$ cat config.mk
export PLATFORM = sky130hd
export DESIGN_NAME = demux4_buf
export DESIGN_NICKNAME = d
export VERILOG_FILES = /design/src/rtl/demux4_buf_pkg.sv /design/src/rtl/demux4_buf_buf2.sv /design/src/rtl/demux4_buf.sv
export SDC_FILE = /design/constraint.sdc
export NUM_CORES = 1
export LEC_CHECK = 0
export CORE_MARGIN = 5
export CORE_UTILIZATION = 37
export DETAILED_ROUTE_END_ITERATION = 12
export HOLD_SLACK_MARGIN = 0.12
export PLACE_DENSITY = 0.77
export SYNTH_ARGS = -nofsm -noshare
export SYNTH_HDL_FRONTEND = slang
export SYNTH_HIERARCHICAL = 1
export SYNTH_SLANG_ARGS = --single-unit
$ cat constraint.sdc
create_clock -name clk -period 7.5 [get_ports clk]
set_input_delay 1.125 -clock clk [delete_from_list [all_inputs] [get_ports clk]]
set_output_delay 1.125 -clock clk [all_outputs]
set_load 0.02 [all_outputs]
$ cat src/rtl/demux4_buf_pkg.sv
// demux4_buf_pkg: shared definitions for the demux4_buf slice.
//   WORD        default data width of the demultiplexed word
//   NUM_DEST    number of downstream consumers
//   buf_state_e occupancy state of the 2-entry buffer (encoding == count)
//   sel_onehot  2-bit destination select -> 4-bit one-hot lane mask
package demux4_buf_pkg;

    localparam int unsigned WORD     = 64;
    localparam int unsigned NUM_DEST = 4;

    typedef enum logic [1:0] {
        EMPTY = 2'd0,
        ONE   = 2'd1,
        TWO   = 2'd2
    } buf_state_e;

    function automatic logic [NUM_DEST-1:0] sel_onehot(input logic [1:0] sel);
        logic [NUM_DEST-1:0] mask;
        mask = '0;
        mask[sel] = 1'b1;
        return mask;
    endfunction

endpackage

$ cat src/rtl/demux4_buf_buf2.sv
// demux4_buf_buf2: generic 2-entry valid/ready buffer (head + skid), strict FIFO.
//   clk, rst      clock, synchronous active-high reset
//   i_valid       producer has a word
//   o_ready       buffer can accept a word (registered-state based, gated by rst)
//   i_data        word to store
//   o_head_valid  head entry holds a word
//   o_head_data   head entry contents
//   i_pop         consumer takes the head this cycle
//   o_count       occupancy 0..2
module demux4_buf_buf2
    import demux4_buf_pkg::*;
#(
    parameter int unsigned W = WORD + 2
) (
    input  logic         clk,
    input  logic         rst,
    input  logic         i_valid,
    output logic         o_ready,
    input  logic [W-1:0] i_data,
    output logic         o_head_valid,
    output logic [W-1:0] o_head_data,
    input  logic         i_pop,
    output logic [1:0]   o_count
);

    buf_state_e   r_state;
    logic [W-1:0] r_head_data;
    logic [W-1:0] r_skid_data;
    logic         r_head_valid;
    logic         r_skid_valid;

    logic         w_push;
    logic         w_pop;

    assign o_ready = !rst && (r_state != TWO);
    assign w_push  = i_valid && o_ready;
    assign w_pop   = i_pop && r_head_valid;

    // Data registers carry no reset value: every consumer-visible use is
    // qualified by the corresponding valid bit.
    always_ff @(posedge clk) begin
        if (rst) begin
            r_state      <= EMPTY;
            r_head_valid <= 1'b0;
            r_skid_valid <= 1'b0;
        end else begin
            case (r_state)
                EMPTY: begin
                    if (w_push) begin
                        r_head_data  <= i_data;
                        r_head_valid <= 1'b1;
                        r_state      <= ONE;
                    end
                end
                ONE: begin
                    if (w_push && w_pop) begin
                        // departing head is replaced in place; occupancy stays 1
                        r_head_data <= i_data;
                    end else if (w_push) begin
                        r_skid_data  <= i_data;
                        r_skid_valid <= 1'b1;
                        r_state      <= TWO;
                    end else if (w_pop) begin
                        r_head_valid <= 1'b0;
                        r_state      <= EMPTY;
                    end
                end
                TWO: begin
                    if (w_pop) begin
                        r_head_data  <= r_skid_data;
                        r_head_valid <= r_skid_valid;
                        r_skid_valid <= 1'b0;
                        r_state      <= ONE;
                    end
                end
                default: begin
                    r_state      <= EMPTY;
                    r_head_valid <= 1'b0;
                    r_skid_valid <= 1'b0;
                end
            endcase
        end
    end

    assign o_head_valid = r_head_valid;
    assign o_head_data  = r_head_data;
    assign o_count      = r_state;

endmodule

$ cat src/rtl/demux4_buf.sv
// demux4_buf: registered 1-to-4 demultiplexer with valid/ready handshakes.
// A 2-entry FIFO holds {sel, data}; the head word is offered only to the
// destination named by its sel, so later words wait behind a stalled head.
//   clk, rst   clock, synchronous active-high reset
//   in_valid   producer has a word
//   in_ready   block can accept a word this cycle
//   in_data    word to route (SIZE bits)
//   in_sel     destination 0..3 (a..d)
//   out_valid  one-hot offer to destination i
//   out_ready  consumer i accepts (ignored when not offered)
//   a, b, c, d per-destination data, zero unless offered
//   count      buffer occupancy 0..2
module demux4_buf
    import demux4_buf_pkg::*;
#(
    parameter int unsigned SIZE = WORD
) (
    input  logic            clk,
    input  logic            rst,
    input  logic            in_valid,
    output logic            in_ready,
    input  logic [SIZE-1:0] in_data,
    input  logic [1:0]      in_sel,
    output logic [3:0]      out_valid,
    input  logic [3:0]      out_ready,
    output logic [SIZE-1:0] a,
    output logic [SIZE-1:0] b,
    output logic [SIZE-1:0] c,
    output logic [SIZE-1:0] d,
    output logic [1:0]      count
);

    logic            w_head_valid;
    logic [SIZE+1:0] w_head;
    logic [1:0]      w_head_sel;
    logic [SIZE-1:0] w_head_data;
    logic [3:0]      w_out_valid;
    logic            w_pop;

    demux4_buf_buf2 #(
        .W (SIZE + 2)
    ) u_buf2 (
        .clk          (clk),
        .rst          (rst),
        .i_valid      (in_valid),
        .o_ready      (in_ready),
        .i_data       ({in_sel, in_data}),
        .o_head_valid (w_head_valid),
        .o_head_data  (w_head),
        .i_pop        (w_pop),
        .o_count      (count)
    );

    assign {w_head_sel, w_head_data} = w_head;

    always_comb begin
        w_out_valid = '0;
        if (w_head_valid) begin
            w_out_valid = sel_onehot(w_head_sel);
        end
    end

    // Only the offered lane's ready can retire the head.
    assign w_pop     = |(w_out_valid & out_ready);
    assign out_valid = w_out_valid;

    assign a = w_out_valid[0] ? w_head_data : '0;
    assign b = w_out_valid[1] ? w_head_data : '0;
    assign c = w_out_valid[2] ? w_head_data : '0;
    assign d = w_out_valid[3] ? w_head_data : '0;

endmodule

# After elaboration in Yosys (flattened, before gate mapping)

Cells that the tools add are included.

Word-level logic and storage cells: 61
Input bits: 73
ROM bits: 0
Memories: 0
Bits in latches: 0
RAM bits: 0
Output and inout port bits: 263
Register bits after elaboration: 136

Multiplexer cells: 25
Equal/unequal tests: 11
Order comparisons: 2
Shift operators: 0
$mul: 0
Bitwise operators: 4
Reductions and logical operators: 14
Div/mod/pow operators: 0
Add/subtract/negate cells: 0

Operator list:

| operator                                                                            | number |
|---|---|
| 64-bit 2-to-1 mux                                                                   | 4 |
| 66-bit 2-to-1 mux                                                                   | 3 |
| 66-bit one-hot mux with 3 select lines                                              | 1 |
| 4-bit AND reduction                                                                 | 3 |
| 2-bit 2-to-1 mux                                                                    | 5 |
| 2-bit by 1-bit inequality test with 1-bit output, second input constant             | 5 |
| 5-bit AND reduction                                                                 | 2 |
| 1-bit 2-to-1 mux                                                                    | 7 |
| 2-bit inequality test, second input constant                                        | 3 |
| 1-bit one-hot mux with 3 select lines                                               | 2 |
| 2-bit one-hot mux with 3 select lines                                               | 1 |
| 1-bit logical AND                                                                   | 5 |
| 4-bit bitwise AND                                                                   | 1 |
| 4-bit 2-to-1 mux                                                                    | 1 |
| 4-bit OR reduction                                                                  | 1 |
| 2-bit by 3-bit less-than comparator with 1-bit output, second input constant        | 1 |
| 3-bit by 1-bit inequality test with 1-bit output, second input constant             | 1 |
| 1-bit inverter                                                                      | 3 |
| 3-bit nonzero test                                                                  | 1 |
| 1-bit demux with 2-bit select                                                       | 1 |
| 2-bit by 1-bit equality test with 1-bit output, second input constant               | 1 |
| 2-bit equality test, second input constant                                          | 1 |
| 2-bit by 1-bit greater-or-equal comparator with 1-bit output, second input constant | 1 |
| 2-bit logical NOT                                                                   | 1 |
| 1-bit logical NOT                                                                   | 1 |

# Longest topological paths before layout

Word-level depth: 12
Mapped depth: 6

# By module

Netlist, hierarchy kept.

Modules (own cells, without submodules):

| module          | instances | sequential area each (um^2) | cells an instance | area an instance (um^2) |
|---|---|---|---|---|
| demux4_buf_buf2 | 1         | 4043.9                      | 237               | 5104.9 |
| demux4_buf      | 1         | 0.0                         | 290               | 1890.6 |

# Worst setup path before layout

No wires, ideal clock.

Kind: input -> register
Start point: input out_ready[1]
End point: register u_buf2.r_skid_data[0], enable pin
Required time: 6914 ps
Arrival time: 6804 ps
Buffers on the path: 0
Path slack: 110 ps
Stages: 4
Cells stage by stage: mux4_1 and2_1 a21bo_2 nor3b_1

Cells in the longest elaborated chain, start to end: 6

Ends and longest elaborated chain:

| what                                 | RTL line              | RTL |
|---|---|---|
| from (decl)                          | demux4_buf.sv:25      | `input logic [3:0] out_ready,` |
| 4-bit bitwise AND                    | demux4_buf.sv:64      | `assign w_pop = \|(w_out_valid & out_ready);` |
| 4-bit OR reduction                   | demux4_buf.sv:64      |  |
| via w_pop                            | demux4_buf.sv:38      | `logic w_pop;` |
| 1-bit logical AND                    | demux4_buf_buf2.sv:37 | `assign w_pop = i_pop && r_head_valid;` |
| 1-bit logical AND                    | demux4_buf_buf2.sv:56 | `if (w_push && w_pop) begin` |
| 1-bit inverter (no source line)      | n/a                   |  |
| 4-bit AND reduction (no source line) | n/a                   |  |
| to (signal assigned)                 | demux4_buf_buf2.sv:60 | `r_skid_data <= i_data;` |
| to (decl)                            | demux4_buf_buf2.sv:28 | `logic [W-1:0] r_skid_data;` |

The timed path passes the listed nets, and every way through them passes these cells.
A chain may end at the register's enable or synchronous reset.

# Final worst setup path

Start point: register u_buf2.r_head_valid, in the netlist u_buf2/o_head_valid
End point: output a[19]

Cells in the longest elaborated chain, start to end: 2

Ends and longest elaborated chain:

| what                   | RTL line              | RTL |
|---|---|---|
| from (decl)            | demux4_buf_buf2.sv:29 | `logic r_head_valid;` |
| from (signal assigned) | demux4_buf_buf2.sv:71 | `r_head_valid <= r_skid_valid;` |
| 4-bit 2-to-1 mux       | demux4_buf.sv:58      | `if (w_head_valid) begin` |
| 64-bit 2-to-1 mux      | demux4_buf.sv:67      | `assign a = w_out_valid[0] ? w_head_data : '0;` |
| to (decl)              | demux4_buf.sv:26      | `output logic [SIZE-1:0] a,` |

Every way passes these cells.

==> results.json <==
{
  "status": "finished, final reports clean",
  "drive_gt1_frac": 0.121,
  "ant_nets": 0,
  "dp_hpwl_um": 13700,
  "cts_root_buffer": "clkbuf_16",
  "p_int_uw": 1540,
  "fp-row-count": 50,
  "synthAdderAreaFrac": 0,
  "first_pass_iters": 4,
  "preCtsSetupSlack_ns": 3.30,
  "synth_top_family_by_area": "simple AND/OR/NAND/NOR gates",
  "r2r_cells": 6,
  "leakagePower_uw": 0.00386,
  "ys_warn_count": 6,
  "reg2reg_from": "u_buf2/o_head_data[64]$_DFFE_PP_",
  "die_height_um": 148,
  "slowest_stage": "nor3b_4",
  "ys_ff_latch": 136,
  "hold_violations": 0,
  "synth_edf_count": 132,
  "r2r_end": "u_buf2/o_head_data[54]$_DFFE_PP_",
  "relSlewSlack": 0.253,
  "synth-simple-area-share": 0.246,
  "numClockSinks": 136,
  "ys.flop_type": "edfxtp_1",
  "areaGrowthSynthToFinish_pct": 56.3,
  "synth_fp_nets": 600,
  "drv_cap": 0,
  "ys_seq_area_frac": 0.578,
  "clock_path_buffers": 2,
  "switchingPower_uw": 481,
  "worst_pin_slew_ns": 1.12,
  "yosysUniqueCellTypes": 32,
  "fin_nets": 923,
  "path_clk_slew_ns": 0.05,
  "muxShareOfSynthArea": 0.120,
  "antenna_found_initial": 0,
  "path_buf_inv": 2,
  "cts_buffers": 17,
  "cp_num_cells": 4,
  "yosysMostFrequentCell": "and2_1",
  "synth.area.top_cells": "edfxtp_1 (57%), and2_1 (23%), mux2_2 (7.7%)",
  "path_class": "register to primary output",
  "tns_ns": 0,
  "finalSetupViolations": 0,
  "grt.total_usage": 0.172,
  "cp.arrival_ns": 3.11,
  "drc": 0,
  "async_reset_ff_frac": 0,
  "io_buffer_count": 335,
  "die_w_um": 148,
  "finClkSkew_ns": 0.00520,
  "fin_crit_sh": 0.564,
  "use_met3": 0.0490,
  "cp_max_fo": 38,
  "antennaDiodeCount": 0,
  "netlist_area_um2": 7000,
  "gp_congestion": 0.756,
  "fmax_mhz": 236,
  "synthXorXnorAreaFrac": 0,
  "synthTopCellsByCount": "and2_1 (258), edfxtp_1 (132), mux2_2 (48)",
  "cts_tree": "built",
  "use_met1": 0.197,
  "wire_per_inst_um": 17.5,
  "clkPwrFrac": 0.382,
  "initialDrtViolationCount": 176,
  "fin_ws_ns": 3.27,
  "postCtsHoldBufs": 0,
  "peakVddDrop_mv": 0.144,
  "start_util": 0.375,
  "crit_required_ns": 6.38,
  "drv_slew": 0,
  "min_path_type": "register to register",
  "avgSynthCellArea_um2": 13.3,
  "cp-start-kind": "register",
  "holdPathStages": 2,
  "rsz0062_at_grt": "no",
  "min_to": "u_buf2/r_skid_valid$_SDFFE_PP0P_",
  "clock_latency_ns": 0.41,
  "core_area_um2": 18600,
  "min_period_ns": 4.23,
  "cpLargestDelayFamily": "simple AND/OR/NAND/NOR gates",
  "power_density_nw_per_um2": 185,
  "grt_pass1_vias": 5133,
  "grt-busiest-layer": "met2",
  "vias_per_cell": 4.59,
  "ioPinCount": 336,
  "synth_compound_area_frac": 0.00966,
  "grt_pass1_wl_um": 29300,
  "pwr-share-seq": 0.451,
  "die_area_um2": 21800,
  "synth_top_area_share": 0.567,
  "crit_path_cell_trace": "nor3b_4, buf_4, and2_1, clkdlybuf4s50_1",
  "reg2reg_slack_ns": 4.29,
  "grt_overflow": 0,
  "h-tree-depth": 4,
  "slowest_delay_ns": 0.92,
  "endpoint_kind": "primary output",
  "p_comb_frac": 0.167,
  "switching_share": 0.238,
  "drt_wl_total_um": 19100,
  "hold_start": "u_buf2/r_skid_valid$_SDFFE_PP0P_",
  "num_vias": 5018,
  "syn_inst": 527,
  "use_met2": 0.310,
  "cts_resized": 0,
  "grt_start_max_net_pins": 69,
  "cts_setup_buffers": 0,
  "synth_area_leader_cell": "edfxtp_1"
}
[power groups by stage]
stage | Sequential (uW) | Combinational (uW) | Clock, uW
global route | 916 | 359 | 824
finish | 911 | 337 | 771
detailed placement | 926 | 341 | 0
global placement | 925 | 336 | 0
CTS | 911 | 342 | 790
floorplan | 919 | 190 | 0
[worst max-delay path by stage]
| stage | slack (ns) | end | startpoint |
|---|---|---|---|
| 3_3_place_gp | 3.31 | u_buf2/o_head_data[11]$_DFFE_PP_ | out_ready[1] |
| 5_1_grt | 2.97 | a[24] | u_buf2/o_head_valid$_SDFFE_PP0P_ |
| 6_report | 3.27 | a[19] | u_buf2/o_head_valid$_SDFFE_PP0P_ |
| 2_1_floorplan | 0.11 | u_buf2/r_skid_data[0]$_DFFE_PP_ | out_ready[1] |
| 4_1_cts | 3.21 | a[36] | u_buf2/o_head_data[65]$_DFFE_PP_ |
| 3_5_place_dp | 3.30 | u_buf2/o_head_data[57]$_DFFE_PP_ | out_ready[1] |
[flip-flops by register name, summed over array words and instances (netlist names)]
signal               cells
u_buf2/o_count           2
u_buf2/o_head_data      66
u_buf2/o_head_valid      1
u_buf2/r_skid_data      66
u_buf2/r_skid_valid      1
[cell families after synthesis]
| kind of cell | count (synthesis) |
|---|---|
| flops | 136 |
| simple gates | 276 |
| compound gates | 10 |
| mux | 67 |
| buf+inv | 38 |
[placed cells by master (no fill, tap or decap), drive strengths merged]
master	n
nand2	5
nor2	1
nor2b	2
mux4	1
o22ai	1
clkinv	7
a31oi	1
clkinvlp	1
o21ai	1
a2111oi	1
nand3b	1
nor3	2
bufinv	2
a21oi	3
clkdlybuf4s50	335
mux2	66
dfxtp	4
nand3	1
nor3b	2
buf	5
and3b	2
edfxtp	132
and3	1
a21boi	1
clkbuf	19
a221oi	1
inv	2
a21bo	1
and2b	1
and2	258
[routing by layer]
metal	part of all wire	vias up
met5	0	-
met4	0.018	0
met3	0.062	27
met2	0.51	198
met1	0.41	2339
li1	-	2454
[worst register-to-register path: cells and delay by family, from the launching register on]
| family | cells | cell delay [ns] |
|---|---|---|
| AND/OR/NAND/NOR | 3 | 0.51 |
| multiplexers | 1 | 0.37 |
| buffers and inverters | 1 | 0.57 |
| flip-flops | 1 | 0.49 |
| AO/OA/AOI/OAI | 1 | 0.90 |
[final cells by class]
type,instances,area (um^2)
multi-input combinational,353,2660
inverter,2,7.51
tap,234,293
fill,1578,7710
timing repair buffer,340,3390
clock buffer,19,433
clock inverter,10,108
sequential,136,4040
[through the flow]
| stage | total power, uW | cell area [um^2] | instances | hold WS [ns] | util |
|---|---|---|---|---|---|
| finish | 2020 | 10900 | 1094 | 0.537 | 0.587 |
| global route | 2100 | 10900 | 1094 | 0.556 | 0.587 |
| CTS | 2040 | 10900 | 1094 | 0.531 | 0.587 |
| detailed placement | 1270 | 10400 | 1065 | 0.525 | 0.558 |
| global placement | 1260 | 10400 | 1065 | 0.500 | 0.558 |
| floorplan | 1110 | 7000 | 527 | 0.468 | - |
Power figures use the tool's default switching activity.
